## config.mk

```make
export PLATFORM = sky130hd
export DESIGN_NAME = mult_div_unit
export DESIGN_NICKNAME = d
export VERILOG_FILES = /design/src/rtl/mult_div_unit_pkg.sv /design/src/rtl/mult_div_unit_cond_negate.sv /design/src/rtl/mult_div_unit.sv
export SDC_FILE = /design/constraint.sdc
export NUM_CORES = 1
export LEC_CHECK = 0
export CAP_MARGIN = 20
export CORE_MARGIN = 10
export CORE_UTILIZATION = 45
export CTS_CLUSTER_DIAMETER = 200
export DETAILED_ROUTE_END_ITERATION = 8
export PLACE_DENSITY_LB_ADDON = 0.12
export SYNTH_ARGS = -nofsm -noshare
export SYNTH_HDL_FRONTEND = slang
export SYNTH_SLANG_ARGS = --single-unit
```

## constraint.sdc

```tcl
create_clock -name Clk -period 5.9 [get_ports Clk]
set_clock_uncertainty 0.2 [all_clocks]
set_input_delay 0.885 -clock Clk [delete_from_list [all_inputs] [get_ports Clk]]
set_output_delay 0.885 -clock Clk [all_outputs]
set_load 0.01 [all_outputs]
```

## src/rtl/mult_div_unit_pkg.sv

```systemverilog
// Shared encodings and constants for the iterative multiply/divide unit.
package mult_div_unit_pkg;

  localparam int unsigned Width   = 32;
  localparam int unsigned NumIter = 32;

  typedef enum logic [1:0] {
    OpMultu = 2'b00,
    OpMult  = 2'b01,
    OpDivu  = 2'b10,
    OpDiv   = 2'b11
  } op_e;

  typedef enum logic [1:0] {
    StIdle  = 2'b00,
    StRun   = 2'b01,
    StFixup = 2'b10,
    StDone  = 2'b11
  } state_e;

endpackage

```

## src/rtl/mult_div_unit_cond_negate.sv

```systemverilog
// Combinational conditional two's-complement negate.
module mult_div_unit_cond_negate #(
  parameter int unsigned Width = 32
) (
  input  logic [Width-1:0] in_i,
  input  logic             neg_i,
  output logic [Width-1:0] out_o
);

  assign out_o = neg_i ? (~in_i + Width'(1)) : in_i;

endmodule

```

## src/rtl/mult_div_unit.sv

```systemverilog
// Iterative 32x32 multiply / restoring divide, one bit per cycle, results in HI/LO.
module mult_div_unit
  import mult_div_unit_pkg::*;
#(
  parameter int unsigned WIDTH = Width
) (
  input  logic             Clk,
  input  logic             Reset_n,
  input  logic             Start,
  input  logic [1:0]       Op,
  input  logic [WIDTH-1:0] OperandA,
  input  logic [WIDTH-1:0] OperandB,
  input  logic             WriteHi,
  input  logic             WriteLo,
  input  logic [WIDTH-1:0] WriteData,
  output logic [WIDTH-1:0] Hi,
  output logic [WIDTH-1:0] Lo,
  output logic             Busy,
  output logic             Done
);

  state_e             state_q, state_d;
  op_e                op_q, op_d;
  logic [2*WIDTH-1:0] acc_q, acc_d;
  logic [WIDTH-1:0]   b_q, b_d;
  logic [WIDTH-1:0]   a_orig_q, a_orig_d;
  logic [31:0]        cnt_q, cnt_d;
  logic               quot_neg_q, quot_neg_d;
  logic               rem_neg_q, rem_neg_d;
  logic [WIDTH-1:0]   hi_q, hi_d, lo_q, lo_d;
  logic               busy_q, busy_d, done_q, done_d;

  logic [WIDTH-1:0]   mag_a, mag_b, quot_fix, rem_fix;
  logic [2*WIDTH-1:0] prod_fix, mul_next, div_next;
  logic [WIDTH:0]     mul_sum, div_trial;

  mult_div_unit_cond_negate #(.Width(WIDTH)) u_neg_a (
    .in_i  (OperandA),
    .neg_i (Op[0] & OperandA[WIDTH-1]),
    .out_o (mag_a)
  );

  mult_div_unit_cond_negate #(.Width(WIDTH)) u_neg_b (
    .in_i  (OperandB),
    .neg_i (Op[0] & OperandB[WIDTH-1]),
    .out_o (mag_b)
  );

  mult_div_unit_cond_negate #(.Width(2*WIDTH)) u_fix_prod (
    .in_i  (acc_q),
    .neg_i (quot_neg_q),
    .out_o (prod_fix)
  );

  mult_div_unit_cond_negate #(.Width(WIDTH)) u_fix_quot (
    .in_i  (acc_q[WIDTH-1:0]),
    .neg_i (quot_neg_q),
    .out_o (quot_fix)
  );

  mult_div_unit_cond_negate #(.Width(WIDTH)) u_fix_rem (
    .in_i  (acc_q[2*WIDTH-1:WIDTH]),
    .neg_i (rem_neg_q),
    .out_o (rem_fix)
  );

  // Multiply: accumulator is {partial product, remaining multiplier bits}.
  assign mul_sum  = {1'b0, acc_q[2*WIDTH-1:WIDTH]} + {1'b0, b_q};
  assign mul_next = acc_q[0] ? {mul_sum, acc_q[WIDTH-1:1]} : {1'b0, acc_q[2*WIDTH-1:1]};

  // Divide: trial subtract is 33 bits wide so the bit shifted out of rem is not lost.
  assign div_trial = acc_q[2*WIDTH-1:WIDTH-1] - {1'b0, b_q};
  assign div_next  = div_trial[WIDTH] ? {acc_q[2*WIDTH-2:0], 1'b0}
                                      : {div_trial[WIDTH-1:0], acc_q[WIDTH-2:0], 1'b1};

  always_comb begin
    state_d    = state_q;
    op_d       = op_q;
    acc_d      = acc_q;
    b_d        = b_q;
    a_orig_d   = a_orig_q;
    cnt_d      = cnt_q;
    quot_neg_d = quot_neg_q;
    rem_neg_d  = rem_neg_q;
    hi_d       = hi_q;
    lo_d       = lo_q;
    busy_d     = busy_q;
    done_d     = 1'b0;

    if (!busy_q) begin
      if (WriteHi) hi_d = WriteData;
      if (WriteLo) lo_d = WriteData;
    end

    unique case (state_q)
      StIdle, StDone: begin
        state_d = StIdle;
        if (Start) begin
          op_d       = op_e'(Op);
          b_d        = Op[1] ? mag_b : mag_a;
          acc_d      = {{WIDTH{1'b0}}, (Op[1] ? mag_a : mag_b)};
          a_orig_d   = OperandA;
          quot_neg_d = Op[0] & (OperandA[WIDTH-1] ^ OperandB[WIDTH-1]);
          rem_neg_d  = Op[0] & OperandA[WIDTH-1];
          cnt_d      = '0;
          busy_d     = 1'b1;
          state_d    = StRun;
        end
      end
      StRun: begin
        acc_d = op_q[1] ? div_next : mul_next;
        cnt_d = cnt_q + 32'd1;
        if (cnt_q == 32'(NumIter - 1)) state_d = StFixup;
      end
      StFixup: begin
        if (!op_q[1]) begin
          {hi_d, lo_d} = prod_fix;
        end else if (op_q == OpDiv && b_q == '0) begin
          lo_d = '1;
          hi_d = a_orig_q;
        end else begin
          lo_d = quot_fix;
          hi_d = rem_fix;
        end
        busy_d  = 1'b0;
        done_d  = 1'b1;
        state_d = StDone;
      end
      default: state_d = StIdle;
    endcase
  end

  always_ff @(posedge Clk or negedge Reset_n) begin
    if (!Reset_n) begin
      state_q    <= StIdle;
      op_q       <= OpMultu;
      acc_q      <= '0;
      b_q        <= '0;
      a_orig_q   <= '0;
      cnt_q      <= '0;
      quot_neg_q <= 1'b0;
      rem_neg_q  <= 1'b0;
      hi_q       <= '0;
      lo_q       <= '0;
      busy_q     <= 1'b0;
      done_q     <= 1'b0;
    end else begin
      state_q    <= state_d;
      op_q       <= op_d;
      acc_q      <= acc_d;
      b_q        <= b_d;
      a_orig_q   <= a_orig_d;
      cnt_q      <= cnt_d;
      quot_neg_q <= quot_neg_d;
      rem_neg_q  <= rem_neg_d;
      hi_q       <= hi_d;
      lo_q       <= lo_d;
      busy_q     <= busy_d;
      done_q     <= done_d;
    end
  end

  assign Hi   = hi_q;
  assign Lo   = lo_q;
  assign Busy = busy_q;
  assign Done = done_q;

endmodule

```

Word level (Yosys, flattened, before mapping)
Cells that the tools add are included.
Word-level totals
  memory bits (writable): 0
  latch bits: 0
  input bits: 103
  register bits: 232
  memory bits (read-only): 0
  memories: 0
  output and inout port bits: 66
Cells by class
  shift-type cells: 0
  eq/ne operators: 8
  multiply operators: 0
  mux-type cells: 30
  add/sub/neg operators: 8
  bitwise operators: 9
  divide/modulo/power cells: 0
  $lt $le $gt $ge: 0
  reduce and logical (&&, ||, !) cells: 13
Operators with widths (number)
  $mux W32: 17
  $mux W64: 5
  $add A32 B1 Y32 const B: 5
  $not A32 Y32: 4
  $pmux W64 S2: 1
  $add A64 B1 Y64 const B: 1
  $not A64 Y64: 1
  $pmux W32 S2: 1
  $add A32 B32 Y33: 1
  $sub A33 B32 Y33: 1
  $eq A32 B5 Y1 const B: 1
  $logic_not A32 Y1: 1
  $reduce_and A2 Y1: 5
  $reduce_bool A2 Y1: 4
  $eq A2 B2 Y1 const B: 3
  $pmux W2 S3: 1
  $ne A2 B2 Y1 const B: 2
  $and A1 B1 Y1: 3
  $mux W1: 3
  $eq A2 B1 Y1 const B: 1
  $logic_not A2 Y1: 1
  $mux W2: 1
  $ne A2 B1 Y1 const B: 1
  $pmux W1 S2: 1
  other kinds (3): 3

Depth between registers and ports, before layout
Gate-level depths: netlist of the first run.
  word-level depth: 6
  depth in mapped cells: 14
  mapped depth without buffers: 12

By module
Synthesis of the first run repeated with hierarchy kept, for this count alone.
Unflattened totals
  cells, all modules: 2496
  area, all modules: 21165.3 um^2
By module, submodules not included
  mult_div_unit: times used 1, area an instance 16408.2 um^2, seq. area each 5805.6 um^2, cells an instance 1894
  mult_div_unit_cond_negate (u_fix_quot ...): times used 4, area an instance 777.0 um^2, seq. area each 0.0 um^2, cells an instance 99
  mult_div_unit_cond_negate (u_fix_prod): times used 1, area an instance 1649.1 um^2, seq. area each 0.0 um^2, cells an instance 206

Least setup slack after synthesis of the first run
Ideal clock, no wire load.
  kind: flip-flop to flip-flop
  start: register acc_q[31]
  end: register acc_q[34]
  clock period less this slack: 3.522 ns
  slack: 2.378 ns
  arrival time: 3.201 ns
  stages on the path, launching flop included: 14
  cells stage by stage: dfrtp_1 > inv_1 > ha_1 > fa_1 > nand2b_1 > a21oi_1 > o2111ai_1 > a2111oi_2 > nor4_1 > nor3_2 > buf_4 > buf_2 > o211ai_1 > a32o_1
On the way
  longest elaborated chain between the ends: 4
RTL lines
  start: declaration: line mult_div_unit.sv:24  | logic [2*WIDTH-1:0] acc_q, acc_d;
  start signal: assignment: line mult_div_unit.sv:137  | acc_q <= '0;
  start signal: assignment: line mult_div_unit.sv:150  | acc_q <= acc_d;
  $sub A33 B32 Y33: line mult_div_unit.sv:72  | assign div_trial = acc_q[2*WIDTH-1:WIDTH-1] - {1'b0, b_q};
  $mux W64: line mult_div_unit.sv:73  | assign div_next = div_trial[WIDTH] ? {acc_q[2*WIDTH-2:0], 1'b0}
  $mux W64: line mult_div_unit.sv:111  | acc_d = op_q[1] ? div_next : mul_next;
  $pmux W64 S2: line mult_div_unit.sv:95  | unique case (state_q)
No other way between the ends.
A chain may end at the register's enable or synchronous reset.

Final worst setup path of the first run
  start: register acc_q[31]
  end: register acc_q[59]
Same word-level chain as after synthesis.

==> impl_metrics.csv, run 1 <==
group,metric,value,unit
sta,fin_crit,4.429,ns
power,powerDensity,663.5,mW/mm²
clock_tree,numCtsBuffers,30,
routing,drc,0,
sta,max_freq,225.8,MHz
synthesis,synth_cells,2371,
clock_tree,clock_latency,0.61,ns
floorplan,die_area,0.05105,mm²
clock_tree,cts_root_buf,"clkbuf_16",
sta,slew_headroom,0.2730,
clock_tree,cts_buffer_depth,3,
place,dpl_cell_area,0.02108,mm²
critical_path,r2r_start,"acc_q[31]$_DFFE_PN0P_",
critical_path,rrSetupSlack,1.47,ns
clock_tree,cts.repair.resized,0,
sta,grt_setup_unrepaired,"false",
critical_path,critPathLaunch,"acc_q[31]$_DFFE_PN0P_",
routing,vias,18690,
run,max-cap-violations,0,
routing,drt-total-wl,71160,µm
synthesis,synth_warnings,0,
floorplan,num_rows,75,
place,hpwl,54300,µm
critical_path,critical_path.max_fanout,39,
sta,fin_crit_sh,0.7507,
critical_path,start_kind,"register",
sta,hold_viol,0,
routing,detail_route.wl_per_cell,23.79,µm
clock_tree,ctsHoldBuffers,0,
power,leakagePower,0.009474,µW
floorplan,die_x,225.9,µm
critical_path,required,6.12,ns
worst_hold_path,worstHoldPathType,"input port to async pin",
sta,setup_tns,0,ns
clock_tree,post-cts-setup-buffers,0,
sta,setup_viol,0,
power,vdd_drop_max,330.1,µV
critical_path,arrival,4.65,ns
synthesis,ys_ff_latch,232,
routing,drt_iter0_drc,1779,
floorplan,initial_core_util,0.4550,
sta,drv_slew,0,
clock_tree,cts_tree,"built",
routing,avgViaCountPerCell,6.250,
floorplan,core_area,0.04195,mm²
synthesis,ys_seq_area_frac,0.3042,
cells_and_area,drive_gt1_frac,0.07341,
floorplan,ioPinCount,169,
critical_path,worstSetupPathType,"register to register",
grt,grt-ovfl-total,0,
floorplan,die_y,225.9,µm
synthesis,syn_area_per_cell,8.049,µm²
run_status,outcome,"finished, final reports clean",
critical_path,endpoint,"acc_q[59]$_DFFE_PN0P_",
grt,first_global_vias,17650,
synthesis,synth_edf_count,0,
synthesis,yosysUniqueCellTypes,85,
place,io_buffers,168,
cells_and_area,nets,2607,
routing,drtAntennaViolNets,0,
place,gp_congestion,0.9878,
cells_and_area,area_growth,15.85,%
clock_tree,cts-htree-levels,1,
grt,grt_antenna_before_repair,5,
grt,grt_pass1_wl,108400,µm
synthesis,async_reset_ff_frac,1.000,
critical_path,worst_r2r_path_depth,13,
synthesis,syn_nets,2547,
clock_tree,cts.sinks,232,
critical_path,r2r_end,"acc_q[59]$_DFFE_PN0P_",
grt,grtUsageTotal,0.2730,
cells_and_area,design_area,0.02211,mm²
clock_tree,path_clk_slew,0.06,ns
synthesis,syn_area,0.01908,mm²
grt,grt_max_degree,126,
routing,drt_pass1_iterations,7,
synthesis,ys.flop_type,"dfrtp_1",
critical_path,cp-end-kind,"register",
sta,tightest_slew,1.084,ns
cells_and_area,antennaDiodeCount,0,
-- cell type report --
type                            instances  area [µm²]
Clock buffer                           41       862.1
Inverter                               70       262.8
Tap cell                              539       674.4
Timing Repair Buffer                  200        1954
Clock inverter                         12       150.1
Sequential cell                       232        5811
Multi-Input combinational cell       1897       12390
Fill cell                            3922       19840
-- metal layers --
layer  GRT usage  vias up  wire length [µm]
li1            -     8706                 -
met1      0.3753     9062             31060
met2      0.4166      791             31160
met3     0.05526      128              6210
met4     0.09651        6              2681
met5           0        -                41
-- cells by family after synthesis --
family | after synthesis | synth area share
muxes | 124 | 0.06877
DFF | 232 | 0.3042
buffers and inverters | 242 | 0.04845
AOI/OAI and AO/OA | 714 | 0.2402
xor gates and xnor gates | 219 | 0.1005
adders and majority gates | 73 | 0.04865
and+or+nand+nor | 767 | 0.1893
-- cell usage in the layout, fill, tap and decap left out, types with 21 or more instances in the layout --
master | Yosys | routed
o31ai_1 | 36 | 36
mux2i_1 | 67 | 67
a32oi_1 | 21 | 21
or4_1 | 23 | 23
mux2_2 | 55 | 55
inv_1 | 68 | 68
nor4_1 | 31 | 31
ha_1 | 71 | 70
o21ai_0 | 170 | 169
a211oi_1 | 51 | 51
nor3_1 | 40 | 40
clkbuf_16 | 0 | 30
a21o_1 | 27 | 27
dfrtp_1 | 232 | 230
buf_4 | 2 | 29
a21oi_1 | 199 | 199
clkdlybuf4s50_1 | 0 | 166
xor2_1 | 117 | 117
nand3_1 | 36 | 36
a31oi_1 | 30 | 30
xnor2_1 | 102 | 102
nand4_1 | 21 | 21
nor2_1 | 202 | 200
o211ai_1 | 34 | 34
nand2_1 | 289 | 287
-- critical path: stages, from the launching register on --
cell and delay (ns):
dfrtp_1 0.47, inv_1 0.10, ha_1 0.25, fa_1 0.41, nand2b_1 0.18, a21oi_1 0.27
o2111ai_1 0.35, a2111oi_2 0.51, nor4_1 0.16, nor3_4 0.20, buf_4 0.47, nor2_1 0.21
a221oi_1 0.36, o22ai_1 0.11
-- sequential cells by signal (all words and copies together) (netlist names) --
| name | cells |
|---|---|
| Busy | 1 |
| Done | 1 |
| Hi | 32 |
| Lo | 32 |
| a_orig_q | 32 |
| acc_q | 64 |
| b_q | 32 |
| cnt_q | 32 |
| op_q | 2 |
| quot_neg_q | 1 |
| rem_neg_q | 1 |
| state_q | 2 |
-- how the worst min path moves through the flow --
stage	startpoint	end	slack [ns]	depth (start not counted)
finish	Reset_n	Lo[26]$_DFFE_PN0P_	0.15	1
global route	Reset_n	Lo[26]$_DFFE_PN0P_	0.22	1
CTS	Reset_n	Lo[26]$_DFFE_PN0P_	0.20	1
detailed placement	op_q[0]$_DFFE_PN0P_	op_q[0]$_DFFE_PN0P_	0.27	2
global placement	op_q[0]$_DFFE_PN0P_	op_q[0]$_DFFE_PN0P_	0.26	2
floorplan	a_orig_q[0]$_DFFE_PN0P_	a_orig_q[0]$_DFFE_PN0P_	0.24	2
-- Yosys cell counts, types with 6 or more instances --
cell type,count,area share
o41ai_1,17,0.0078
buf_1,17,0.0033
clkbuf_1,146,0.029
nand2b_1,11,0.0036
a21o_1,27,0.011
nor4_1,31,0.010
and3_1,19,0.0062
or3_1,20,0.0066
nand2_1,289,0.057
and2_1,12,0.0039
a21oi_1,199,0.052
o21ai_0,170,0.045
xnor2_1,102,0.047
ha_1,71,0.047
or4_1,23,0.0090
or2_2,11,0.0036
dfrtp_1,232,0.30
nor2_1,202,0.040
a32oi_1,21,0.0096
o21bai_1,7,0.0028
a31oi_1,30,0.0098
inv_1,68,0.013
o22ai_1,9,0.0030
nand4_1,21,0.0069
o31ai_1,36,0.014
o211ai_1,34,0.013
mux2_2,55,0.032
a22o_1,19,0.0087
nor2b_1,21,0.0069
buf_2,7,0.0018
mux2i_1,67,0.035
nor3_1,40,0.010
a211o_1,7,0.0032
nand3_1,36,0.0094
o21ai_1,11,0.0029
a211oi_1,51,0.020
a221o_1,6,0.0031
o21a_1,14,0.0055
xor2_1,117,0.054
-- power breakdown --
group | switching (µW) | total [µW] | leakage, µW | internal (µW)
sequential | 1230 | 3500 | 0.00288 | 2280
combinational | 5560 | 9290 | 0.00610 | 3730
clock | 765 | 1870 | 0.000489 | 1110
-- through the flow --
step / worst slack [ns] / utilization / hold slack (ns) / power, µW / instances
final: 1.471 / 0.5271 / 0.1451 / 14670 / 2991
after global routing: 1.180 / 0.5271 / 0.2238 / 15720 / 2991
after CTS: 1.500 / 0.5266 / 0.2043 / 14530 / 2990
after detailed placement: 1.462 / 0.5025 / 0.2745 / 12620 / 2937
after global placement: 1.533 / 0.5020 / 0.2645 / 12480 / 2936
after floorplan: 2.378 / - / 0.2413 / 9549 / 2371
Power figures use the tool's default switching activity.
==> run 2, diff against run 1 <==
clock period = 3.9 ns   (was 5.9 ns; I/O delays follow)
==> impl_metrics.csv, run 2 (synthesis results as in run 1) <==
group,metric,value,unit
clock_tree,path_clk_slew,0.06,ns
cells_and_area,regMostFlops,"acc_q",
place,hpwl,58670,µm
sta,setup_tns,0,ns
critical_path,path_cells,"inv_1 > ha_1 > fa_1 > nand2b_1 > a21oi_1 > o2111ai_2 > a2111oi_4 > nor4_2 > nor3_4 > buf_12 > mux2_2 > nand3_1 > o311ai_0",
critical_path,start_kind,"register",
place,pre_cts_ws,0.06139,ns
sta,tightest_slew,1.081,ns
worst_hold_path,holdPathEnd,"a_orig_q[0]$_DFFE_PN0P_",
routing,vias,19480,
power,vdd_drop_max,560.1,µV
routing,drt_pass1_iterations,5,
worst_hold_path,worstHoldPathType,"register to register",
routing,drtAntennaViolNets,0,
clock_tree,cts-htree-levels,1,
power,power,23130,µW
floorplan,num_rows,75,
cells_and_area,largest_reg_flops,64,
grt,grtUsageTotal,0.2889,
worst_hold_path,min_from,"a_orig_q[0]$_DFFE_PN0P_",
critical_path,crit_slowest_cell,"a2111oi_4",
sta,drv_slew,0,
place,io_buffers,168,
floorplan,die_x,225.9,µm
sta,max_freq,269.5,MHz
sta,fin_crit,3.711,ns
critical_path,worstSetupPathType,"register to register",
sta,finalHoldWorstSlack,0.2907,ns
sta,fin_ws,0.1892,ns
floorplan,die_y,225.9,µm
worst_hold_path,hold_path_depth,2,
clock_tree,cts_tree,"built",
floorplan,ioPinCount,169,
clock_tree,clock_latency,0.59,ns
sta,hold_viol,0,
grt,grt_antenna_before_repair,1,
cells_and_area,nets,2731,
cells_and_area,antennaDiodeCount,0,
power,leakagePower,0.01007,µW
critical_path,max_stage_delay,0.41,ns
critical_path,rrSetupSlack,0.19,ns
cells_and_area,drive_gt1_frac,0.1184,
cells_and_area,fin_util,0.5490,
grt,grt_max_degree,97,
routing,drt-total-wl,75690,µm
clock_tree,cts.sinks,232,
place,gp_congestion,0.9719,
floorplan,core_area,0.04195,mm²
clock_tree,numCtsBuffers,29,
critical_path,cp-end-kind,"register",
critical_path,worst_r2r_path_depth,13,
critical_path,critical_path.max_fanout,25,
run_status,outcome,"finished, final reports clean",
sta,setup_viol,0,
grt,grt_pass1_wl,114200,µm
routing,drt_iter0_drc,1915,
critical_path,required,4.11,ns
critical_path,r2r_end,"acc_q[47]$_DFFE_PN0P_",
floorplan,die_area,0.05105,mm²
floorplan,initial_core_util,0.4550,
clock_tree,cts_buffer_depth,3,
grt,grt-ovfl-total,0,
sta,slew_headroom,0.2792,
critical_path,r2r_start,"acc_q[31]$_DFFE_PN0P_",
routing,avgViaCountPerCell,6.257,
routing,detail_route.wl_per_cell,24.31,µm
sta,fin_crit_sh,0.9515,
clock_tree,cts_root_buf,"clkbuf_16",
cells_and_area,area_growth,20.66,%
critical_path,arrival,3.92,ns
cells_and_area,layout_commonest_cell,"nand2_1",
cells_and_area,layout_common_cells,"287 x nand2_1, 230 x dfrtp_1, 200 x nor2_1",
run,max-cap-violations,0,
power,powerDensity,1005,mW/mm²
grt,first_global_vias,18360,
routing,drc,0,
## run 2: worst max path at each step
| stage | start | to | slack (ns) | cells past startpoint |
|---|---|---|---|---|
| global placement | OperandB[9] | acc_q[23]$_DFFE_PN0P_ | 0.05 | 10 |
| CTS | b_q[0]$_DFFE_PN0P_ | acc_q[47]$_DFFE_PN0P_ | 0.13 | 12 |
| finish | acc_q[31]$_DFFE_PN0P_ | acc_q[47]$_DFFE_PN0P_ | 0.19 | 13 |
| detailed placement | OperandB[9] | acc_q[23]$_DFFE_PN0P_ | 0.06 | 10 |
| floorplan | acc_q[31]$_DFFE_PN0P_ | acc_q[53]$_DFFE_PN0P_ | 0.38 | 13 |
| global route | acc_q[31]$_DFFE_PN0P_ | acc_q[38]$_DFFE_PN0P_ | -0.02 | 13 |
## run 2: worst max-delay path, delay by kind of cell, from the launching register on
kind,cells,cell delay (ns)
compound gates,4,1.05
simple gates,4,0.65
fa+ha+maj,2,0.63
mux,1,0.36
flops,1,0.35
buf+inv,2,0.30
## run 2: per-layer routing
metal,vias up,global-route usage,wire length (µm)
li1,8963,-,-
met1,9421,0.4040,32960
met2,952,0.4318,32590
met3,145,0.06642,7512
met4,2,0.08998,2617
met5,-,0,7
## run 2: report_power, final
part           switching (µW)  total, µW  internal (µW)
clock                    1130       2610           1480
sequential               1200       4660           3460
combinational            9480      15900           6380
total                   11800      23100          11300
## run 2: timing repair
item,4_1_cts,5_1_grt
hold buffers,1,0
endpoints found under the hold margin,89,0
setup endpoints to repair,0,27
gates resized for setup,0,9
buffers inserted,0,0
## run 2: metrics by stage
stage | instances | cell area (µm²)
after global placement | 3061 | 22020
after floorplan | 2371 | 19080
final | 3114 | 23030
after global routing | 3114 | 23030
after detailed placement | 3061 | 22020
after CTS | 3113 | 22940
## run 2: layout make-up
class / count / area (µm²)
Fill cell: 3935 / 18920
Multi-Input combinational cell: 1897 / 12450
Sequential cell: 232 / 5811
Timing Repair Buffer: 325 / 2920
Clock buffer: 41 / 830.8
Tap cell: 539 / 674.4
Inverter: 70 / 262.8
Clock inverter: 10 / 77.57
